[config.mk]
export PLATFORM = sky130hd
export DESIGN_NAME = lsu_dma
export DESIGN_NICKNAME = d
export VERILOG_FILES = /design/src/rtl/lsu_dma.sv
export SDC_FILE = /design/constraint.sdc
export NUM_CORES = 1
export LEC_CHECK = 0
export ABC_CLOCK_PERIOD_IN_PS = 2900
export BUFFER_PORTS_ARGS = -buffer_cell sky130_fd_sc_hd__buf_2
export CAP_MARGIN = 10
export CORE_MARGIN = 3
export CORE_UTILIZATION = 50
export DETAILED_ROUTE_END_ITERATION = 7
export PLACE_DENSITY = 0.77
export SETUP_SLACK_MARGIN = 0.4
export SLEW_MARGIN = 5
export SYNTH_ARGS = -nofsm -noshare
export SYNTH_HDL_FRONTEND = slang
export SYNTH_SLANG_ARGS = --single-unit
[constraint.sdc]
create_clock -name i_clk -period 2.9 [get_ports i_clk]
set_input_delay 0.435 -clock i_clk [delete_from_list [all_inputs] [get_ports i_clk]]
set_output_delay 0.435 -clock i_clk [all_outputs]
set_load 0.02 [all_outputs]
[src/rtl/lsu_dma.sv]
// Word-copy DMA engine driving a load/store unit: reads one word from src, writes it to dst,
// repeats for len words, with a per-read response timeout and abort.
module lsu_dma #(
  parameter int unsigned LEN_W       = 16,
  parameter int unsigned TIMEOUT_CYC = 16
) (
  input  logic             i_clk,
  input  logic             i_rst,
  input  logic             i_start,
  input  logic             i_abort,
  input  logic [31:0]      i_src_addr,
  input  logic [31:0]      i_dst_addr,
  input  logic [LEN_W-1:0] i_len,
  output logic             o_busy,
  output logic             o_done,
  output logic             o_err,
  output logic [31:0]      o_lsu_addr,
  output logic [31:0]      o_st_data,
  output logic [3:0]       o_st_strb,
  output logic             o_lsu_wren,
  output logic             o_lsu_rden,
  input  logic [31:0]      i_ld_data,
  input  logic             i_data_vld
);

  localparam int unsigned CntW = (TIMEOUT_CYC > 1) ? $clog2(TIMEOUT_CYC) : 1;
  localparam logic [CntW-1:0] CntMax = CntW'(TIMEOUT_CYC - 1);

  typedef enum logic [2:0] {StIdle, StRdReq, StRdWait, StWr, StFin} state_e;

  state_e            state_q, state_d;
  logic [31:0]       src_q, src_d;
  logic [31:0]       dst_q, dst_d;
  logic [LEN_W-1:0]  len_q, len_d;
  logic [CntW-1:0]   cnt_q, cnt_d;
  logic [31:0]       data_q, data_d;
  logic              err_q, err_d;

  always_ff @(posedge i_clk) begin
    if (i_rst) begin
      state_q <= StIdle;
      src_q   <= '0;
      dst_q   <= '0;
      len_q   <= '0;
      cnt_q   <= '0;
      data_q  <= '0;
      err_q   <= 1'b0;
    end else begin
      state_q <= state_d;
      src_q   <= src_d;
      dst_q   <= dst_d;
      len_q   <= len_d;
      cnt_q   <= cnt_d;
      data_q  <= data_d;
      err_q   <= err_d;
    end
  end

  always_comb begin
    state_d = state_q;
    src_d   = src_q;
    dst_d   = dst_q;
    len_d   = len_q;
    cnt_d   = cnt_q;
    data_d  = data_q;
    err_d   = err_q;
    case (state_q)
      StIdle: begin
        if (i_start) begin
          src_d   = i_src_addr & 32'hFFFF_FFFC;
          dst_d   = i_dst_addr & 32'hFFFF_FFFC;
          len_d   = i_len;
          cnt_d   = '0;
          err_d   = 1'b0;
          state_d = (i_len == '0) ? StFin : StRdReq;
        end
      end
      StRdReq: state_d = StRdWait;
      StRdWait: begin
        if (i_data_vld) begin
          data_d  = i_ld_data;
          state_d = StWr;
        end else if (cnt_q == CntMax) begin
          err_d   = 1'b1;
          cnt_d   = '0;
          state_d = StFin;
        end else begin
          cnt_d = cnt_q + CntW'(1);
        end
      end
      StWr: begin
        src_d   = src_q + 32'd4;
        dst_d   = dst_q + 32'd4;
        len_d   = len_q - LEN_W'(1);
        cnt_d   = '0;
        state_d = (len_q == LEN_W'(1)) ? StFin : StRdReq;
      end
      StFin:   state_d = StIdle;
      default: state_d = StIdle;
    endcase
    // Abort wins over timeout and data; the write already on the bus this cycle still lands.
    if (i_abort && (state_q != StIdle)) begin
      state_d = StIdle;
      err_d   = err_q;
    end
  end

  always_comb begin
    o_busy     = (state_q != StIdle);
    o_done     = (state_q == StFin);
    o_err      = err_q;
    o_lsu_addr = '0;
    o_st_data  = '0;
    o_st_strb  = 4'h0;
    o_lsu_wren = 1'b0;
    o_lsu_rden = 1'b0;
    case (state_q)
      StRdReq, StRdWait: begin
        o_lsu_addr = src_q;
        o_lsu_rden = 1'b1;
      end
      StWr: begin
        o_lsu_addr = dst_q;
        o_st_data  = data_q;
        o_st_strb  = 4'hF;
        o_lsu_wren = 1'b1;
      end
      default: ;
    endcase
  end

endmodule

After elaboration in Yosys (flattened, before gate mapping)
Cells that the tools add are included.
Widths: inputs -> output; s select.

word-level totals
  bits in registers = 120
  bits in latches = 0
  bits in writable memories = 0
  memory bits (read-only) = 0
  input bits = 117
  memories = 0

operators by class
  add/subtract/negate cells = 4
  multipliers = 0
  div/mod/pow operators = 0
  magnitude comparators = 0
  equal/unequal tests = 10
  shift-type cells = 0
  muxes and demuxes = 25
  bitwise operators = 1
  reduce and logical (&&, ||, !) cells = 14

operators by type and width
  kind                   count
  $pmux 32 s2            3
  $mux 32                3
  $add 32x3->32 const B  2
  $pmux 16 s2            1
  $eq 16x1->1 const B    1
  $logic_not 16->1       1
  $mux 16                1
  $mux 4                 4
  $sub 16x1->16 const B  1
  $mux 3                 5
  $pmux 3 s4             1
  $pmux 4 s3             1
  $eq 3x2->1 const B     2
  $ne 2x2->1 const B     3
  $reduce_and 2->1       3
  $reduce_bool 3->1      2
  $mux 1                 5
  $reduce_and 5->1       1
  $add 4x1->4 const B    1
  $eq 4x4->1 const B     1
  $reduce_bool 2->1      2
  $reduce_or 2->1        2
  $eq 3x1->1 const B     1
  $eq 3x3->1 const B     1
  other kinds (6)        6

Logic depth before layout (Yosys ltp)
Gate-level depths: netlist of run 1.

  depth after elaboration = 4
  gate-level depth with buffers = 7

Worst setup path before layout of run 1
Ideal clock, no wire load.

  path type = register to output
  start point = register state_q[2]
  end point = output o_st_data[25]
  data arrival time = 1731 ps
  required time = 2465 ps
  path slack = 734 ps
  cell stages (with the launch flop) = 6
  path through = dfxtp_1 > nand3b_1 > clkinv_1 > clkbuf_1 > clkbuf_1 > and2_1

on the way
  cells in the longest elaborated chain, start to end = 2

RTL lines
  element                 RTL line  text
  from (decl)             31        state_e state_q, state_d;
  from (signal assigned)  41        state_q <= StIdle;
  from (signal assigned)  49        state_q <= state_d;
  $eq 3x2->1              117       case (state_q)
  $mux 32                 117
  to (decl)               18        output logic [31:0] o_st_data,

No other way between the ends.

Worst setup path in the final report of run 1
  start point = register state_q[1]
  end point = output o_lsu_addr[27]

on the way
  cells in the longest elaborated chain, start to end = 3

RTL lines
  element                                          RTL line  text
  $eq 3x1->1 / $eq 3x2->1 (equally long branches)  117
  $reduce_or 2->1                                  117
  $pmux 32 s2 (*)                                  117
  to (decl)                                        17        output logic [31:0] o_lsu_addr,

Mark *: on every way between the ends. The rest lies on a longest branch, timed or not.

==> flow_summary.toml, run 1 <==
[status]
status = "completed"

[timing]
layout_min_cycle_time_ns = 2.411
finalSetupViolCount = 0
timing.final.hold_violations = 0
fin_skew_ns = 0.006167
maxSlewViolCount = 0
tns_ns = 0
fmax_mhz = 414.7
post-route-worst-setup-slack_ns = 0.4888
rsz0062_at_grt = "yes"
worst_slew_pin_slew_ns = 0.8203
finalCritPeriodShare = 0.8314
whs_ns = 0.2426
max-slew-margin-rel = 0.4481

[setup_path]
reg2reg_slack_ns = 0.69
reg2reg_to = "len_q[15]"
startpoint = "state_q[1]"
arrival_ns = 1.98
cp-start-kind = "flop"
endpoint = "o_lsu_addr[27]"
crit_path_end_kind = "output pin"
critPathKind = "flop to output pin"
crit_fanout = 31
rr_worst_depth = 5
r2r_start = "len_q[7]"
worstPathRequired_ns = 2.47

[floorplan]
die_h_microns = 120.9
core-area_sq_um = 12770
initial_core_util = 0.5170
dieArea_sq_um = 14620
die_w_microns = 120.9
rows = 41
ios = 190

[clock_tree]
clkLatencyLatePin_ns = 0.42
numCtsBuffers = 17
clock_path_buffers = 2
ctsRootBufferMaster = "clkbuf_16"
htree_levels = 4
hold_buffers = 0
post_cts.repair.setup_buffers = 0
clkSlewWorstSetupHoldPaths_ns = 0.06
cts_tree = "built"
clkSinkCount = 116

[place]
place_ws_ns = 0.7042
gp_congestion = 0.8999
dp_cells = 1182
numPortBuffers = 183
placed_area_sq_um = 7605
dp_hpwl_microns = 13840

[power_and_ir_drop]
p_per_area_nw_per_um2 = 853.9
ir_worst_vdd_v = 0.0005261
p_leak_uw = 0.003341

[logic_synthesis]
synth_compound_gate_area_share = 0.2353
synth_seq_cells = 116
async_flop_share = 0
synthesis.area_sq_um = 6604
synth-simple-area-share = 0.3236
synth_xor_area_frac = 0.009284
synthMuxAreaShare = 0.01838
netlist_instances = 877
ys.flop_type = "dfxtp_1"
yosys_warnings = 0
synth_cell_type_count = 75
ys_seq_area_frac = 0.3516
synth_enable_flop_cells = 0
avgSynthCellArea_sq_um = 7.530
synth_top_family_by_area = "simple AND/OR/NAND/NOR gates"
synth_fa_ha_area_frac = 0.009473

[global_route]
grtUsageTotal = 0.2757
antenna_found_initial = 4
overflow = 0
grt_max_degree = 71
grt_pass1_vias = 6453
grt_pass1_wl_microns = 32430

[cells_and_area]
fin_area_sq_um = 8300
fin_cells = 1215
finalNetCount = 1152
drive_gt1_frac = 0.2579
num_antenna_cells = 0
syn2layout_area_growth_pct = 25.69

[worst_hold_path]
worstHoldPathType = "input port to flop"

[drt]
wl_per_cell_microns = 17.05
wirelength_microns = 20720
vias = 7248
avgViaCountPerCell = 5.965
first_pass_iters = 6
drtIter0Drc = 732
drc = 0
detail-route-antenna-nets = 0

[job]
maxCapViolCount = 0
-- worst min-delay path by stage --
stage / startpoint / end / cells past startpoint
after global routing: i_ld_data[18] / data_q[18] / 3
after global placement: data_q[1] / data_q[1] / 2
final: i_ld_data[18] / data_q[18] / 3
after CTS: i_ld_data[13] / data_q[13] / 3
after detailed placement: data_q[19] / data_q[19] / 2
after floorplan: data_q[0] / data_q[0] / 2
-- placed cells by master, fill, tap and decap left out, types with 6 or more instances in the layout --
master / netlist / layout
buf_2: 14 / 182
nand2_1: 136 / 136
dfxtp_1: 116 / 114
a21oi_1: 86 / 85
nor2_1: 79 / 79
nand3_1: 37 / 37
and2_1: 35 / 35
o21ai_0: 30 / 30
a22o_1: 26 / 26
nor3_1: 25 / 25
nand4_1: 24 / 24
nor4_1: 21 / 21
a31oi_1: 20 / 20
clkbuf_16: 0 / 18
buf_4: 6 / 17
a22oi_1: 12 / 12
inv_1: 9 / 9
o22ai_1: 8 / 8
and3_1: 7 / 7
or3_1: 7 / 7
nand3b_1: 6 / 6
a311oi_1: 6 / 6
a211oi_1: 6 / 6
o211ai_1: 6 / 6
-- synth_stat cells (all sizes together) (4+ instances only) --
cell	instances	area (sq um)
nor3	26	135.1
nand4	26	183.9
a21oi	87	439.2
o211ai	6	45.04
ha	5	62.56
a22oi	12	90.09
or3	8	55.05
o311ai	5	43.79
and3	7	43.79
o21ai	30	150.1
clkbuf	48	181.4
or2	5	31.28
a31oi	20	125.1
inv	9	33.78
nand2b	4	25.02
nor2	79	296.5
a22o	26	227.7
nand3b	6	45.04
or4	7	60.06
nand3	37	185.2
nor4	23	156.4
and2	35	219.0
mux2i	5	50.05
a311oi	6	52.55
nand2	136	510.5
xnor2	4	35.03
buf	22	122.6
o22ai	8	50.05
nor4b	4	47.55
dfxtp	116	2322
mux2	6	71.31
a211oi	6	45.04
a221oi	4	35.03
-- sequential cells by signal, summed over array words and instances, names as in the netlist --
signal and count:
cnt_q 4, data_q 32, dst_q 30, len_q 16, o_err 1, src_q 30, state_q 3
-- stage by stage --
stage	power [uW]	utilization
global placement	4626	0.5954
CTS	7028	0.6469
global route	7470	0.6498
finish	7088	0.6498
floorplan	3968	-
detailed placement	4666	0.5954
-- critical path, cell delays in order, from the launching register on --
cell	delay [ns]
dfxtp_1	0.31
buf_4	0.18
nand2b_1	0.18
a21oi_2	0.19
buf_8	0.24
nand2_1	0.09
o21ai_0	0.13
buf_2	0.22
-- layout make-up --
type	count	area, sq um
multi-input cells	682	3956
clock buffers	19	452.9
repair buffers	203	1110
well taps	172	215.2
flip-flops and latches	116	2325
fillers	1121	4473
inverters	10	37.54
clock inverters	13	203.9
-- repair_timing --
item,in CTS,in global routing
cloned,0,1
resized for setup,1,4
setup endpoints to repair,14,62
-- routing by layer --
metal / routed length [microns] / part of all wire / up-vias / GRT usage
met5: 52 / 0.0025 / - / 0
met4: 376 / 0.018 / 8 / 0.08853
li1: - / - / 3526 / -
met2: 9502 / 0.46 / 357 / 0.4307
met3: 2301 / 0.11 / 43 / 0.1054
met1: 8483 / 0.41 / 3314 / 0.3514
-- kinds of logic (layout without fill, tap and decap cells) --
kind of cell | after synthesis | count (layout)
compound gates | 237 | 237
xor+xnor | 7 | 7
simple gates | 420 | 420
other cells | 1 | 2
mux | 11 | 11
flops | 116 | 116
buf+inv | 80 | 245
fa+ha+maj | 5 | 5
-- report_power, final --
part | leakage [uW] | switching [uW] | internal (uW)
sequential | 0.000950 | 470 | 1940
clock | 0.000323 | 777 | 1570
combinational | 0.00207 | 1450 | 882
No activity file was read; power rests on OpenSTA's default activity.
==> inputs of run 2 (changes only) <==
--- a/config.mk
+++ b/config.mk
@@ -5,7 +5,7 @@
 export SDC_FILE = /design/constraint.sdc
 export NUM_CORES = 1
 export LEC_CHECK = 0
-export ABC_CLOCK_PERIOD_IN_PS = 2900
+export ABC_CLOCK_PERIOD_IN_PS = 2300
 export BUFFER_PORTS_ARGS = -buffer_cell sky130_fd_sc_hd__buf_2
 export CAP_MARGIN = 10
 export CORE_MARGIN = 3
==> constraint.sdc (replaced) <==
create_clock -name i_clk -period 2.3 [get_ports i_clk]
set_input_delay 0.345 -clock i_clk [delete_from_list [all_inputs] [get_ports i_clk]]
set_output_delay 0.345 -clock i_clk [all_outputs]
set_load 0.02 [all_outputs]
==> run 2 against run 1 <==
Compared with the run above: hold slack lost 0.083 ns; total power rose by 58%; first-iteration DRC count is 65% higher; setup slack worse by 0.39 ns; non-clock buffer count increased by 77; final cell count is 6.4% higher; sequential share of layout area shrank 5.1 points; largest power group is now combinational cells.
==> flow_summary.toml, run 2 (same netlist as run 1, synthesis figures left out) <==
[setup_path]
crit_path_end_kind = "output pin"
reg2reg_slack_ns = 0.23
crit_fanout = 8
worstPathRequired_ns = 1.96
rr_worst_depth = 8
crit_slowest_cell = "dfxtp_4"
cp-start-kind = "flop"
critPathKind = "flop to output pin"
arrival_ns = 1.86
cp_cell_sequence = "buf_8, nand2b_4, a21oi_4, buf_4, buf_12, buf_16, a22o_1, buf_6"
critical-path-max-stage-delay_ns = 0.35

[floorplan]
initial_core_util = 0.5170
ios = 190
rows = 41
die_h_microns = 120.9
die_w_microns = 120.9
dieArea_sq_um = 14620
core-area_sq_um = 12770

[drt]
drtIter0Drc = 1205
wirelength_microns = 27180
drc = 0
first_pass_iters = 8
detail-route-antenna-nets = 0
wl_per_cell_microns = 21.02
vias = 8256
avgViaCountPerCell = 6.385

[status]
status = "completed"

[cells_and_area]
finalNetCount = 1229
largest_register_ff_count = 32
layout_commonest_cell = "nand2_1"
n_fill_cell = 772
syn2layout_area_growth_pct = 55.00
drive_gt1_frac = 0.3929
reg_top3 = "data_q: 32 flops, dst_q: 30 flops, src_q: 30 flops"
layout_common_cells = "nand2_1 (128), buf_2 (115), dfxtp_1 (101)"
regMostFlops = "data_q"

[place]
gp_congestion = 0.8892
numPortBuffers = 183
dp_hpwl_microns = 14040

[global_route]
overflow = 0
grtUsageTotal = 0.3026
grt_pass1_vias = 7091
grt_max_degree = 50
antenna_found_initial = 0
grt_pass1_wl_microns = 35420

[timing]
layout_min_cycle_time_ns = 2.202
tns_ns = 0
timing.final.hold_violations = 0
finalCritPeriodShare = 0.9572
finalSetupViolCount = 0
fmax_mhz = 454.2
maxSlewViolCount = 0
rsz0062_at_grt = "yes"
fin_skew_ns = 0.01222

[clock_tree]
clkLatencyLatePin_ns = 0.42
htree_levels = 4
clkSinkCount = 116
ctsRootBufferMaster = "clkbuf_16"
clock_path_buffers = 2
numCtsBuffers = 17
cts_tree = "built"
clkSlewWorstSetupHoldPaths_ns = 0.06

[worst_hold_path]
worstHoldPathType = "input port to flop"
worstHoldPathCells = 3

[power_and_ir_drop]
ir_worst_vdd_v = 0.0006446
power_uw = 11210
p_leak_uw = 0.004069
p_per_area_nw_per_um2 = 1096

[job]
maxCapViolCount = 0
==> run 2: power by group <==
part           leakage (uW)  switching [uW]  internal [uW]  total [uW]
Clock              0.000294             986           1800        2780
Sequential         0.000956             646           2460        3110
Combinational       0.00282            2660           2660        5320
Total               0.00407            4290           6920       11200
==> run 2: critical path: cells and delay by family (launching register included) <==
family	cells	cell delay, ns
AND/OR/NAND/NOR	1	0.14
buffers and inverters	5	0.61
flip-flops	1	0.35
AO/OA/AOI/OAI	2	0.33
==> run 2: repair_timing <==
item,4_1_cts,5_1_grt
pin swaps,22,44
gates resized for setup,165,151
hold buffers,0,0
endpoints found under the setup margin,83,161
gates cloned,10,11
setup buffers,20,25
==> run 2: area by class of cell <==
cell class,instances,area [sq um],share of cell area
Timing Repair Buffer,280,2638,0.2577
Clock buffer,17,425.4,0.04156
Antenna cell,1,2.502,0.0002445
Inverter,10,50.05,0.004889
Tap cell,172,215.2,0.02102
Sequential cell,116,2346,0.2292
Clock inverter,15,188.9,0.01846
Multi-Input combinational cell,682,4370,0.4270
==> run 2: routing by layer <==
metal / vias up / part of all wire / global-route usage
li1: 3688 / - / -
met1: 3820 / 0.36 / 0.3771
met2: 610 / 0.48 / 0.5002
met3: 138 / 0.12 / 0.07972
met4: 0 / 0.041 / 0.1169
met5: - / 0 / 0
==> run 2: path summary, 6_finish.rpt <==
check           startpoint             end
max             state_q[1]  o_lsu_addr[11]
min          i_ld_data[19]      data_q[19]
max reg2reg     state_q[2]       src_q[15]
min reg2reg      data_q[3]       data_q[3]
==> run 2: stage by stage <==
step	hold slack, ns	setup slack, ns	cell area [sq um]	utilization	cells
2_1_floorplan	0.4317	0.3500	6610	-	878
3_3_place_gp	0.4364	0.2353	7732	0.6053	1194
3_5_place_dp	0.4421	0.2267	7732	0.6053	1194
4_1_cts	0.1489	0.1185	9256	0.7247	1256
5_1_grt	0.1558	0.03099	10230	0.8012	1292
6_report	0.1600	0.09838	10240	0.8014	1293
